==> config.mk <==
export PLATFORM = sky130hd
export DESIGN_NAME = bus_fabric
export DESIGN_NICKNAME = d
export VERILOG_FILES = /design/src/rtl/bus_fabric.sv
export SDC_FILE = /design/constraint.sdc
export NUM_CORES = 1
export LEC_CHECK = 0
export CORE_AREA = 2 2 224 226
export DETAILED_ROUTE_END_ITERATION = 12
export DIE_AREA = 0 0 226 228
export PLACE_DENSITY_LB_ADDON = 0.3
export SKIP_LAST_GASP = 1
export SLEW_MARGIN = 10
export SYNTH_ARGS = -nofsm -noshare
export SYNTH_HDL_FRONTEND = slang
export SYNTH_SLANG_ARGS = --single-unit
==> constraint.sdc <==
create_clock -name clk -period 3.8 [get_ports clk]
set_clock_uncertainty 0.05 [all_clocks]
set_input_delay 0.57 -clock clk [delete_from_list [all_inputs] [get_ports clk]]
set_output_delay 0.57 -clock clk [all_outputs]
set_load 0.005 [all_outputs]
==> src/rtl/bus_fabric.sv <==
`default_nettype none
// ============================================================================
// Module      : bus_fabric
// Description : Two-host (instruction / data) interconnect to N memory-mapped
//               targets using a valid/ready target protocol. Provides
//               base/mask address decode, per-target round-robin ownership,
//               execute-permission checks, error responses for unmapped
//               accesses and a per-host ready timeout. Responses are
//               registered one cycle after the grant.
// Ports       : clk, reset                 - clock, async active-high reset
//               i_req/i_addr -> i_gnt      - instruction request / accept
//               i_rvalid/i_rdata/i_err     - instruction response
//               d_req/d_we/d_be/d_addr/d_wdata -> d_gnt - data request
//               d_rvalid/d_rdata/d_err     - data response
//               s_valid/s_addr/s_wdata/s_wstrb - per-target request
//               s_rdata/s_ready            - per-target read data / done
// Revision    : 1.0 - initial release
// ============================================================================
module bus_fabric #(
  parameter int                       N_SLAVES       = 4,
  parameter logic [N_SLAVES*32-1:0]   SLAVE_BASE     = {32'h4000_0000, 32'h2000_0000,
                                                        32'h1000_0000, 32'h0000_0000},
  parameter logic [N_SLAVES*32-1:0]   SLAVE_MASK     = {32'hFFFF_F000, 32'hFF00_0000,
                                                        32'hFF00_0000, 32'hFF00_0000},
  parameter logic [N_SLAVES-1:0]      SLAVE_EXEC     = 4'b0001,
  parameter int                       TIMEOUT_CYCLES = 255
) (
  input  logic                     clk,
  input  logic                     reset,
  // instruction host
  input  logic                     i_req,
  input  logic [31:0]              i_addr,
  output logic                     i_gnt,
  output logic                     i_rvalid,
  output logic [31:0]              i_rdata,
  output logic                     i_err,
  // data host
  input  logic                     d_req,
  input  logic                     d_we,
  input  logic [3:0]               d_be,
  input  logic [31:0]              d_addr,
  input  logic [31:0]              d_wdata,
  output logic                     d_gnt,
  output logic                     d_rvalid,
  output logic [31:0]              d_rdata,
  output logic                     d_err,
  // targets
  output logic [N_SLAVES-1:0]      s_valid,
  output logic [N_SLAVES*32-1:0]   s_addr,
  output logic [N_SLAVES*32-1:0]   s_wdata,
  output logic [N_SLAVES*4-1:0]    s_wstrb,
  input  logic [N_SLAVES*32-1:0]   s_rdata,
  input  logic [N_SLAVES-1:0]      s_ready
);

  // A zero timeout still needs a legal one-bit counter; it is held at zero.
  localparam int               CNT_W   = (TIMEOUT_CYCLES > 0) ? $clog2(TIMEOUT_CYCLES + 1) : 1;
  localparam logic [CNT_W-1:0] CNT_MAX = CNT_W'(TIMEOUT_CYCLES);
  localparam bit               TMO_EN  = (TIMEOUT_CYCLES != 0);

  typedef enum logic [1:0] {
    OWN_NONE = 2'd0,
    OWN_I    = 2'd1,
    OWN_D    = 2'd2
  } owner_t;

  logic [N_SLAVES-1:0] i_hit, d_hit;     // raw decode hits
  logic [N_SLAVES-1:0] i_sel, d_sel;     // one-hot, lowest hitting index
  logic [N_SLAVES-1:0] i_treq, d_treq;   // legal per-target requests
  logic [N_SLAVES-1:0] i_go, d_go;       // per-target completion for each host
  logic                i_bad, d_bad;     // unmapped / exec-violation request
  logic                i_tmo, d_tmo;     // timeout firing this cycle
  logic                i_gnt_raw, d_gnt_raw;
  logic [CNT_W-1:0]    i_cnt, d_cnt;
  logic [31:0]         i_rsel, d_rsel;   // read data of the completing target

  // --------------------------------------------------------------------------
  // Address decode
  // --------------------------------------------------------------------------
  for (genvar k = 0; k < N_SLAVES; k++) begin : g_hit
    assign i_hit[k] = (i_addr & SLAVE_MASK[32*k +: 32]) == SLAVE_BASE[32*k +: 32];
    assign d_hit[k] = (d_addr & SLAVE_MASK[32*k +: 32]) == SLAVE_BASE[32*k +: 32];
  end

  // Descending scan so the lowest hitting index is the last one written.
  always_comb begin
    i_sel = '0;
    d_sel = '0;
    for (int k = N_SLAVES - 1; k >= 0; k--) begin
      if (i_hit[k]) begin
        i_sel    = '0;
        i_sel[k] = 1'b1;
      end
      if (d_hit[k]) begin
        d_sel    = '0;
        d_sel[k] = 1'b1;
      end
    end
  end

  assign i_treq = {N_SLAVES{i_req}} & i_sel & SLAVE_EXEC;
  assign d_treq = {N_SLAVES{d_req}} & d_sel;
  assign i_bad  = i_req & ~(|(i_sel & SLAVE_EXEC));
  assign d_bad  = d_req & ~(|d_sel);

  assign i_tmo  = TMO_EN && i_req && (i_cnt == CNT_MAX);
  assign d_tmo  = TMO_EN && d_req && (d_cnt == CNT_MAX);

  assign i_gnt_raw = (|i_go) | i_bad | i_tmo;
  assign d_gnt_raw = (|d_go) | d_bad | d_tmo;

  // Grants are combinational; reset masks them immediately.
  assign i_gnt = i_gnt_raw & ~reset;
  assign d_gnt = d_gnt_raw & ~reset;

  // --------------------------------------------------------------------------
  // Per-host wait counters
  // --------------------------------------------------------------------------
  always_ff @(posedge clk or posedge reset) begin
    if (reset) begin
      i_cnt <= '0;
      d_cnt <= '0;
    end else begin
      i_cnt <= (!TMO_EN || !i_req || i_gnt_raw) ? '0 : i_cnt + CNT_W'(1);
      d_cnt <= (!TMO_EN || !d_req || d_gnt_raw) ? '0 : d_cnt + CNT_W'(1);
    end
  end

  // --------------------------------------------------------------------------
  // Per-target ownership and request steering
  // --------------------------------------------------------------------------
  for (genvar k = 0; k < N_SLAVES; k++) begin : g_tgt
    owner_t owner, owner_nxt, eff;
    logic   rr_d, rr_d_nxt;   // 1: data host wins the next contested arbitration
    logic   sv;

    always_ff @(posedge clk or posedge reset) begin
      if (reset) begin
        owner <= OWN_NONE;
        rr_d  <= 1'b1;
      end else begin
        owner <= owner_nxt;
        rr_d  <= rr_d_nxt;
      end
    end

    // eff is the owner for this cycle: the held owner while it still
    // requests, otherwise the result of a fresh arbitration. A withdrawn
    // owner therefore frees the target in the same cycle.
    always_comb begin
      eff       = OWN_NONE;
      owner_nxt = owner;
      rr_d_nxt  = rr_d;
      sv        = 1'b0;
      case (owner)
        OWN_I:   if (i_treq[k]) eff = OWN_I;
        OWN_D:   if (d_treq[k]) eff = OWN_D;
        default: ;
      endcase
      if (eff == OWN_NONE) begin
        if (i_treq[k] && d_treq[k]) begin
          eff      = rr_d ? OWN_D : OWN_I;
          rr_d_nxt = ~rr_d;
        end else if (i_treq[k]) begin
          eff = OWN_I;
        end else if (d_treq[k]) begin
          eff = OWN_D;
        end
      end
      case (eff)
        OWN_I:   sv = ~i_tmo;
        OWN_D:   sv = ~d_tmo;
        default: sv = 1'b0;
      endcase
      owner_nxt = eff;
      if ((eff == OWN_I && (i_tmo || s_ready[k])) ||
          (eff == OWN_D && (d_tmo || s_ready[k])))
        owner_nxt = OWN_NONE;
    end

    assign s_valid[k] = sv & ~reset;
    assign i_go[k]    = (eff == OWN_I) & sv & s_ready[k];
    assign d_go[k]    = (eff == OWN_D) & sv & s_ready[k];

    assign s_addr[32*k +: 32]  = (eff == OWN_I) ? i_addr :
                                 (eff == OWN_D) ? d_addr : 32'h0;
    assign s_wdata[32*k +: 32] = (eff == OWN_D) ? d_wdata : 32'h0;
    assign s_wstrb[4*k +: 4]   = (eff == OWN_D && d_we) ? d_be : 4'b0000;
  end

  // --------------------------------------------------------------------------
  // Response capture
  // --------------------------------------------------------------------------
  always_comb begin
    i_rsel = 32'h0;
    d_rsel = 32'h0;
    for (int k = 0; k < N_SLAVES; k++) begin
      if (i_go[k]) i_rsel = i_rsel | s_rdata[32*k +: 32];
      if (d_go[k]) d_rsel = d_rsel | s_rdata[32*k +: 32];
    end
  end

  // rdata/err only update on a grant so they hold between responses.
  always_ff @(posedge clk or posedge reset) begin
    if (reset) begin
      i_rvalid <= 1'b0;
      i_err    <= 1'b0;
      i_rdata  <= 32'h0;
      d_rvalid <= 1'b0;
      d_err    <= 1'b0;
      d_rdata  <= 32'h0;
    end else begin
      i_rvalid <= i_gnt_raw;
      d_rvalid <= d_gnt_raw;
      if (i_gnt_raw) begin
        i_err   <= i_bad | i_tmo;
        i_rdata <= (|i_go) ? i_rsel : 32'h0;
      end
      if (d_gnt_raw) begin
        d_err   <= d_bad | d_tmo;
        d_rdata <= ((|d_go) && !d_we) ? d_rsel : 32'h0;
      end
    end
  end

endmodule
`default_nettype wire

==> out/qor.csv, run 1 <==
metric;value;unit
outcome;complete, but fails checks;
violations;setup timing;
startpoint_type;primary input;
power_leakage;6.264;nW
synth_edf_count;0;
first_pass_iters;4;
synth_fa_ha_area_share;1.186;%
wl;39140;µm
pwr_density_cell;163.0;nW/µm²
end_kind;output port;
syn_area;6330;µm²
avgSynthCellArea;8.168;µm²
via_per_inst;3.931;
p_comb_share;18.1;%
maxCapViolCount;0;
worst_slew_pin_slew;0.8046;ns
synth_most_common_cell;and2_1;
p_int;1.689;mW
crit_slowest_cell;or4_4;
grt_use_total;13.83;%
synth_commonest_cells;and2_1, nand2_1, dfrtp_1, clkbuf_1, o21ai_0;
pwr-share-seq;41.2;%
critPathBufInv;5;
crit_type;in2out;
ys_async_sr_fraction;100.0;%
num_rows;82;
critical-path-top-delay-family;simple AND/OR/NAND/NOR gates;
synth_cell_types;41;
clock_sinks;87;
place.gp.congestion;0.8328;
finalSetupViolations;22;
dp_hpwl;28610;µm
p_sw_share;25.36;%
cts_tree;yes;
synth_top_family_by_area;simple AND/OR/NAND/NOR gates;
synth.area.mux_share;0;%
drc_errors;0;
vias;8023;
dieHeight;228;µm
area_delta_synth_final;119.2;%
crit_fanout;6;
synth_largest_area_cell;dfrtp_1;
ctsLongestPathBuffers;2;
ys_seq_area_share;34.41;%
detail_route.iter0.violations;346;
clkSlewWorstSetupHoldPaths;0.06;ns
yosysTopAreaCellShare;34.00;%
crit_arrival;3.44;ns
ys_top_cells_by_area;dfrtp_1, and2_1, a22o_1, nand2_1, buf_4;
total_power;2.262;mW
synth_xor_area_share;1.799;%
final_antenna_net_count;0;
cp_cell_sequence;buf_6 -> or4_4 -> or3_4 -> or3_4 -> nor2_4 -> a21o_1 -> buf_6 -> ha_4 -> buf_6 -> buf_12 -> and2_1 -> clkdlybuf4s50_1;
maxSlewViolCount;0;
cp_common_cell;buf_6;
max_slew_margin;46.36;%
rsz0062_at_grt;yes;
switchingPower;0.5736;mW
synth_cells;775;
yosysWarnings;0;
worstSkewPairLatency;0.35;ns
ctsHoldBuffers;0;
cpPeakStageDelay;0.54;ns
wl_per_cell;19.18;µm
finalCritPeriodShare;106.7;%
synth-seq-cells;87;
p_clk_share;40.8;%
grt_pass1_wl;53150;µm
worst_slack;-0.2554;ns
port_buffers;549;
hold_class;reg2reg;
coreArea;49350;µm²
grt_max_degree;67;
start_util;12.83;%
ios;583;
fp.dieArea;51530;µm²
ir_drop;164.1;µV
synthSimpleGateAreaFrac;31.78;%
layout-drive-gt1-share;13.38;%
totalNegativeSetupSlack;-2.657;ns
cp_data_required_time;3.18;ns
num-fill-cells;5286;
fin_hold_ws;0.4313;ns
antenna_found_initial;4;
hold_viol_final;0;
die_w;226;µm
cts-htree-levels;3;
cts_inserted_buffers;9;
place_ws;-1.041;ns
nets;1607;
fin_crit;4.055;ns
synth_compound_area_share;21.64;%
synth_ff_type;dfrtp_1;
overflow;0;
grt_pass1_vias;8084;
cts-root-buf;clkbuf_16;
fmax;246.6;MHz
[cell families after synthesis]
logic type / Yosys count
AO/OA/AOI/OAI: 192
other: 1
flip-flops: 87
adder cells (fa/ha/maj): 6
AND/OR/NAND/NOR: 366
XOR/XNOR: 13
buffers and inverters: 110
[layout by cell type (no fill, tap or decap), types with 4 or more instances in the layout]
master,count
xnor2_1,6
o21ai_0,38
dlymetal6s2s_1,33
buf_6,14
dfrtp_1,86
ha_1,4
buf_4,56
a221oi_1,16
buf_8,5
nor4_1,4
nand3_1,7
clkbuf_16,16
a21o_1,20
buf_12,13
o2bb2ai_1,16
xor2_1,7
and2_1,189
clkdlybuf4s50_1,470
buf_16,4
nand4_1,7
buf_2,27
a22oi_1,33
a22o_1,40
a21oi_1,18
dlygate4sd2_1,8
conb_1,33
and3_1,16
nand2_1,89
inv_1,9
nor2_1,23
[metrics by stage]
| step | util (%) | instance area, µm² | instances |
|---|---|---|---|
| floorplan | - | 6475 | 807 |
| global placement | 26.09 | 12880 | 1990 |
| detailed placement | 26.09 | 12880 | 1990 |
| CTS | 27.27 | 13460 | 2022 |
| global route | 28.11 | 13870 | 2040 |
| finish | 28.11 | 13870 | 2041 |
[worst paths after layout]
path                                        startpoint                      end  slack (ns)  cells past startpoint
min reg2reg                    d_rdata[20]$_DFFE_PP0P_  d_rdata[20]$_DFFE_PP0P_        0.43                      1
min                            d_rdata[20]$_DFFE_PP0P_  d_rdata[20]$_DFFE_PP0P_        0.43                      1
max                                         d_addr[27]               s_wdata[1]       -0.26                     12
max reg2reg                g_tgt[0].owner[0]$_DFF_PP0_  d_rdata[17]$_DFFE_PP0P_        0.82                     15
min in group asynchronous                        reset       i_rvalid$_DFF_PP0_        0.87                      3
max in group asynchronous                        reset  d_rdata[24]$_DFFE_PP0P_        1.66                      4
[worst reg2reg max path, stage by stage, from the launching register on]
cell,delay [ns]
dfrtp_1,0.35
inv_1,0.05
ha_1,0.26
inv_1,0.05
a21oi_1,0.16
a21o_1,0.24
inv_1,0.10
ha_4,0.20
buf_6,0.13
nand2_2,0.08
a21oi_4,0.04
buf_4,0.26
a22o_1,0.29
a221oi_1,0.34
buf_4,0.18
o2bb2ai_1,0.06
[area by class of cell]
| type | instances | area (µm²) | area share [%] |
|---|---|---|---|
| Multi-Input combinational cell | 610 | 3901 | 28.12 |
| Clock buffer | 9 | 225.2 | 1.623 |
| Inverter | 13 | 63.81 | 0.4599 |
| Clock inverter | 6 | 66.31 | 0.4779 |
| Timing Repair Buffer | 643 | 6596 | 47.54 |
| Tap cell | 672 | 840.8 | 6.060 |
| Sequential cell | 87 | 2178 | 15.70 |
| Antenna cell | 1 | 2.502 | 0.01804 |
[flip-flops by register name, indices dropped and copies added (netlist names)]
name,cells
d_rvalid,1
i_err,1
i_rvalid,1
d_cnt,8
g_tgt.owner,2
i_cnt,8
i_rdata,32
d_rdata,32
d_err,1
g_tgt.rr_d,1
[power groups by stage]
stage	Combinational (mW)	Sequential [mW]	Clock [mW]
detailed placement	0.405	0.950	0
global placement	0.404	0.950	0
CTS	0.409	0.932	0.968
global route	0.437	0.932	0.995
finish	0.409	0.932	0.922
floorplan	0.0844	0.949	0
[metal layers]
metal  wire [µm]  track usage [%]  vias to the layer above
met4         867            4.346                        2
met3        3006            3.387                       48
met1       15650            15.50                     3791
met2       19600            25.42                      403
li1            -                -                     3779
met5          11                0                        -
[timing repair]
item | CTS | global route
setup buffers | 12 | 15
setup endpoints to repair | 307 | 118
pin swaps | 23 | 19
gates resized for setup | 175 | 70
gates cloned | 5 | 8
Power figures use the tool's default switching activity.
==> run 2: changes to the inputs <==
--- a/config.mk
+++ b/config.mk
@@ -5,9 +5,9 @@
 export SDC_FILE = /design/constraint.sdc
 export NUM_CORES = 1
 export LEC_CHECK = 0
-export CORE_AREA = 2 2 224 226
+export CORE_AREA = 2 2 229 231
 export DETAILED_ROUTE_END_ITERATION = 12
-export DIE_AREA = 0 0 226 228
+export DIE_AREA = 0 0 231 233
 export PLACE_DENSITY_LB_ADDON = 0.3
 export SKIP_LAST_GASP = 1
 export SLEW_MARGIN = 10
==> constraint.sdc (replaced) <==
create_clock -name clk -period 4.5 [get_ports clk]
set_clock_uncertainty 0.05 [all_clocks]
set_input_delay 0.675 -clock clk [delete_from_list [all_inputs] [get_ports clk]]
set_output_delay 0.675 -clock clk [all_outputs]
set_load 0.005 [all_outputs]
==> run 2 against run 1 <==
  * The run now ends clean
  * Non-clock buffer count down 36
  * Register-to-register slack better by 0.40 ns
  * Worst setup slack better by 0.36 ns
  * Design area down 3.9%
  * Cell count down 1.3%
  * First-iteration DRC count down 14%
  * Total power down 18%
  * Clock-buffer cell count up 1
  * Die area up 4.5%
  * Clock power down 22%
  * Critical path depth up 1
  * Flip-flop and latch count unchanged
==> out/qor.csv, run 2 (same netlist as run 1, synthesis figures left out) <==
metric;value;unit;change
multi_input_area;3836;µm²;-1.7%
worst_slew_pin_slew;0.8506;ns;+0.04604 ns
layout_commonest_cell;clkdlybuf4s50_1;;
cts-htree-levels;3;;unchanged
cts-root-buf;clkbuf_16;;
num-fill-cells;5533;;+4.7%
first_pass_iters;5;;+1
cts_inserted_buffers;9;;unchanged
place.gp.congestion;0.8003;;-3.9%
ios;583;;unchanged
finalCritPeriodShare;97.74;%;
pwr_density_cell;138.5;nW/µm²;-15%
ctsLongestPathBuffers;2;;unchanged
crit_fanout;16;;+10
fin_crit;4.398;ns;
area_delta_synth_final;110.6;%;
max_slew_margin;43.29;%;-3.1 points
via_per_inst;3.896;;-0.89%
die_w;231;µm;+2.2%
totalNegativeSetupSlack;0;ns;+2.657 ns
pwr-share-seq;42.6;%;+1.4 points
fp.dieArea;53820;µm²;+4.5%
overflow;0;;unchanged
crit_type;in2out;;
maxSlewViolCount;0;;unchanged
detail_route.iter0.violations;299;;-14%
clkSlewWorstSetupHoldPaths;0.07;ns;about the same
end_kind;output port;;
dieHeight;233;µm;+2.2%
cp_data_required_time;3.77;ns;+0.59 ns
dp_cells;1975;;-0.75%
grt_max_degree;67;;unchanged
seqCellArea;2178;µm²;unchanged
maxCapViolCount;0;;unchanged
startpoint_type;primary input;;
start_util;12.39;%;-0.44 points
p_comb_share;18.6;%;+0.5 points
nets;1571;;-2.2%
grt_use_total;14.13;%;+0.30 points
crit_arrival;3.67;ns;+0.23 ns
drc_errors;0;;unchanged
total_power;1.846;mW;-18%
final_antenna_net_count;0;;unchanged
p_clk_share;38.8;%;-2.0 points
clock_sinks;87;;unchanged
grt_pass1_wl;55060;µm;+3.6%
grt_pass1_vias;7618;;-5.8%
fin_cells;2015;;-1.3%
final_cell_mix;clkdlybuf4s50_1, and2_1, nand2_1, dfrtp_1, o21ai_0;;
finalSetupViolations;0;;-100%
fin_hold_ws;0.4301;ns;-0.001257 ns
worstSkewPairLatency;0.37;ns;+0.02 ns
fmax;227.4;MHz;
dp_hpwl;31600;µm;+10%
cts_tree;yes;;
p_int;1.361;mW;-19%
vias;7850;;-2.2%
antenna_found_initial;8;;+4
ir_drop;190.5;µV;+16%
p_sw_share;26.31;%;+0.95 points
power_leakage;5.762;nW;-8.0%
hold_class;reg2reg;;
reg.largest.list;d_rdata: 32 flops, i_rdata: 32 flops;;
rsz0062_at_grt;no;;
outcome;finished clean;;
switchingPower;0.4857;mW;-15%
port_buffers;549;;unchanged
wl;40360;µm;+3.1%
wl_per_cell;20.03;µm;+4.4%
coreArea;51090;µm²;+3.5%
layout-drive-gt1-share;8.033;%;-5.3 points
hold_viol_final;0;;unchanged
num_rows;83;;+1.2%
## run 2: cell count changes in the layout (fill, tap and decap cells not counted), moves of 3 or more
cell / before / now
buf_2: 27 / 3
clkbuf_16: 16 / 9
buf_8: 5 / 0
dlygate4sd2_1: 8 / 39
clkdlybuf4s50_1: 470 / 483
clkbuf_2: 2 / 5
buf_6: 14 / 3
buf_4: 56 / 40
dlymetal6s2s_1: 33 / 16
o21ai_0: 38 / 43
## run 2: final timing paths
| path | depth (start not counted) | endpoint | from | slack, ns |
|---|---|---|---|---|
| min in group asynchronous | 2 | d_err$_DFFE_PP0P_ | reset | 0.76 |
| hold reg to reg | 1 | d_rdata[9]$_DFFE_PP0P_ | d_rdata[9]$_DFFE_PP0P_ | 0.43 |
| setup reg to reg | 17 | d_rdata[26]$_DFFE_PP0P_ | g_tgt[0].owner[0]$_DFF_PP0_ | 1.22 |
| max in group asynchronous | 3 | d_rdata[9]$_DFFE_PP0P_ | reset | 2.45 |
| hold / removal | 1 | d_rdata[9]$_DFFE_PP0P_ | d_rdata[9]$_DFFE_PP0P_ | 0.43 |
| setup / recovery | 13 | s_wdata[19] | d_addr[27] | 0.10 |
## run 2: cell type report
type / instances / area share, %
Timing Repair Buffer: 607 / 46.06
Multi-Input combinational cell: 610 / 28.78
Sequential cell: 87 / 16.34
Tap cell: 680 / 6.382
Clock buffer: 10 / 1.718
Inverter: 13 / 0.4036
Clock inverter: 5 / 0.2628
Antenna cell: 3 / 0.05631
## run 2: per-stage QoR
stage | util (%) | setup WS [ns] | instance area, µm²
after floorplan | - | 0.1352 | 6450
final | 26.09 | 0.1019 | 13330
after detailed placement | 24.80 | -0.5618 | 12670
after global routing | 26.08 | 0.003817 | 13320
after CTS | 26.00 | -0.1088 | 13280
after global placement | 24.80 | -0.5517 | 12670
## run 2: critical path, cell delays in order
cell and delay (ns):
dlygate4sd2_1 0.24, or4_4 0.53, or3_4 0.34, or3_4 0.36, nor2_4 0.09, a21o_1 0.17
buf_6 0.12, ha_4 0.14, buf_12 0.13, buf_12 0.11, buf_16 0.13, and2_1 0.12
clkdlybuf4s50_1 0.50
## run 2: timing repair
action / 4_1_cts / 5_1_grt
hold endpoints to repair: 0 / 0
hold buffers: 0 / 0
setup buffers: 16 / 1
resized for setup: 88 / 29
gates cloned: 5 / 0
pin swaps: 9 / 3
setup endpoints to repair: 71 / 54
## run 2: power groups by stage
stage	Clock [mW]	Sequential (mW)	Combinational (mW)
finish	0.716	0.787	0.343
global route	0.774	0.787	0.366
CTS	0.752	0.787	0.347
detailed placement	0	0.802	0.345
global placement	0	0.802	0.343
floorplan	0	0.802	0.0703
## run 2: routing by layer
layer	up-vias	part of all wire (%)	track usage, %
li1	3704	-	-
met1	3714	40	16.47
met2	388	51	25.29
met3	34	7.8	4.056
met4	10	1.5	3.508
met5	-	0.17	0
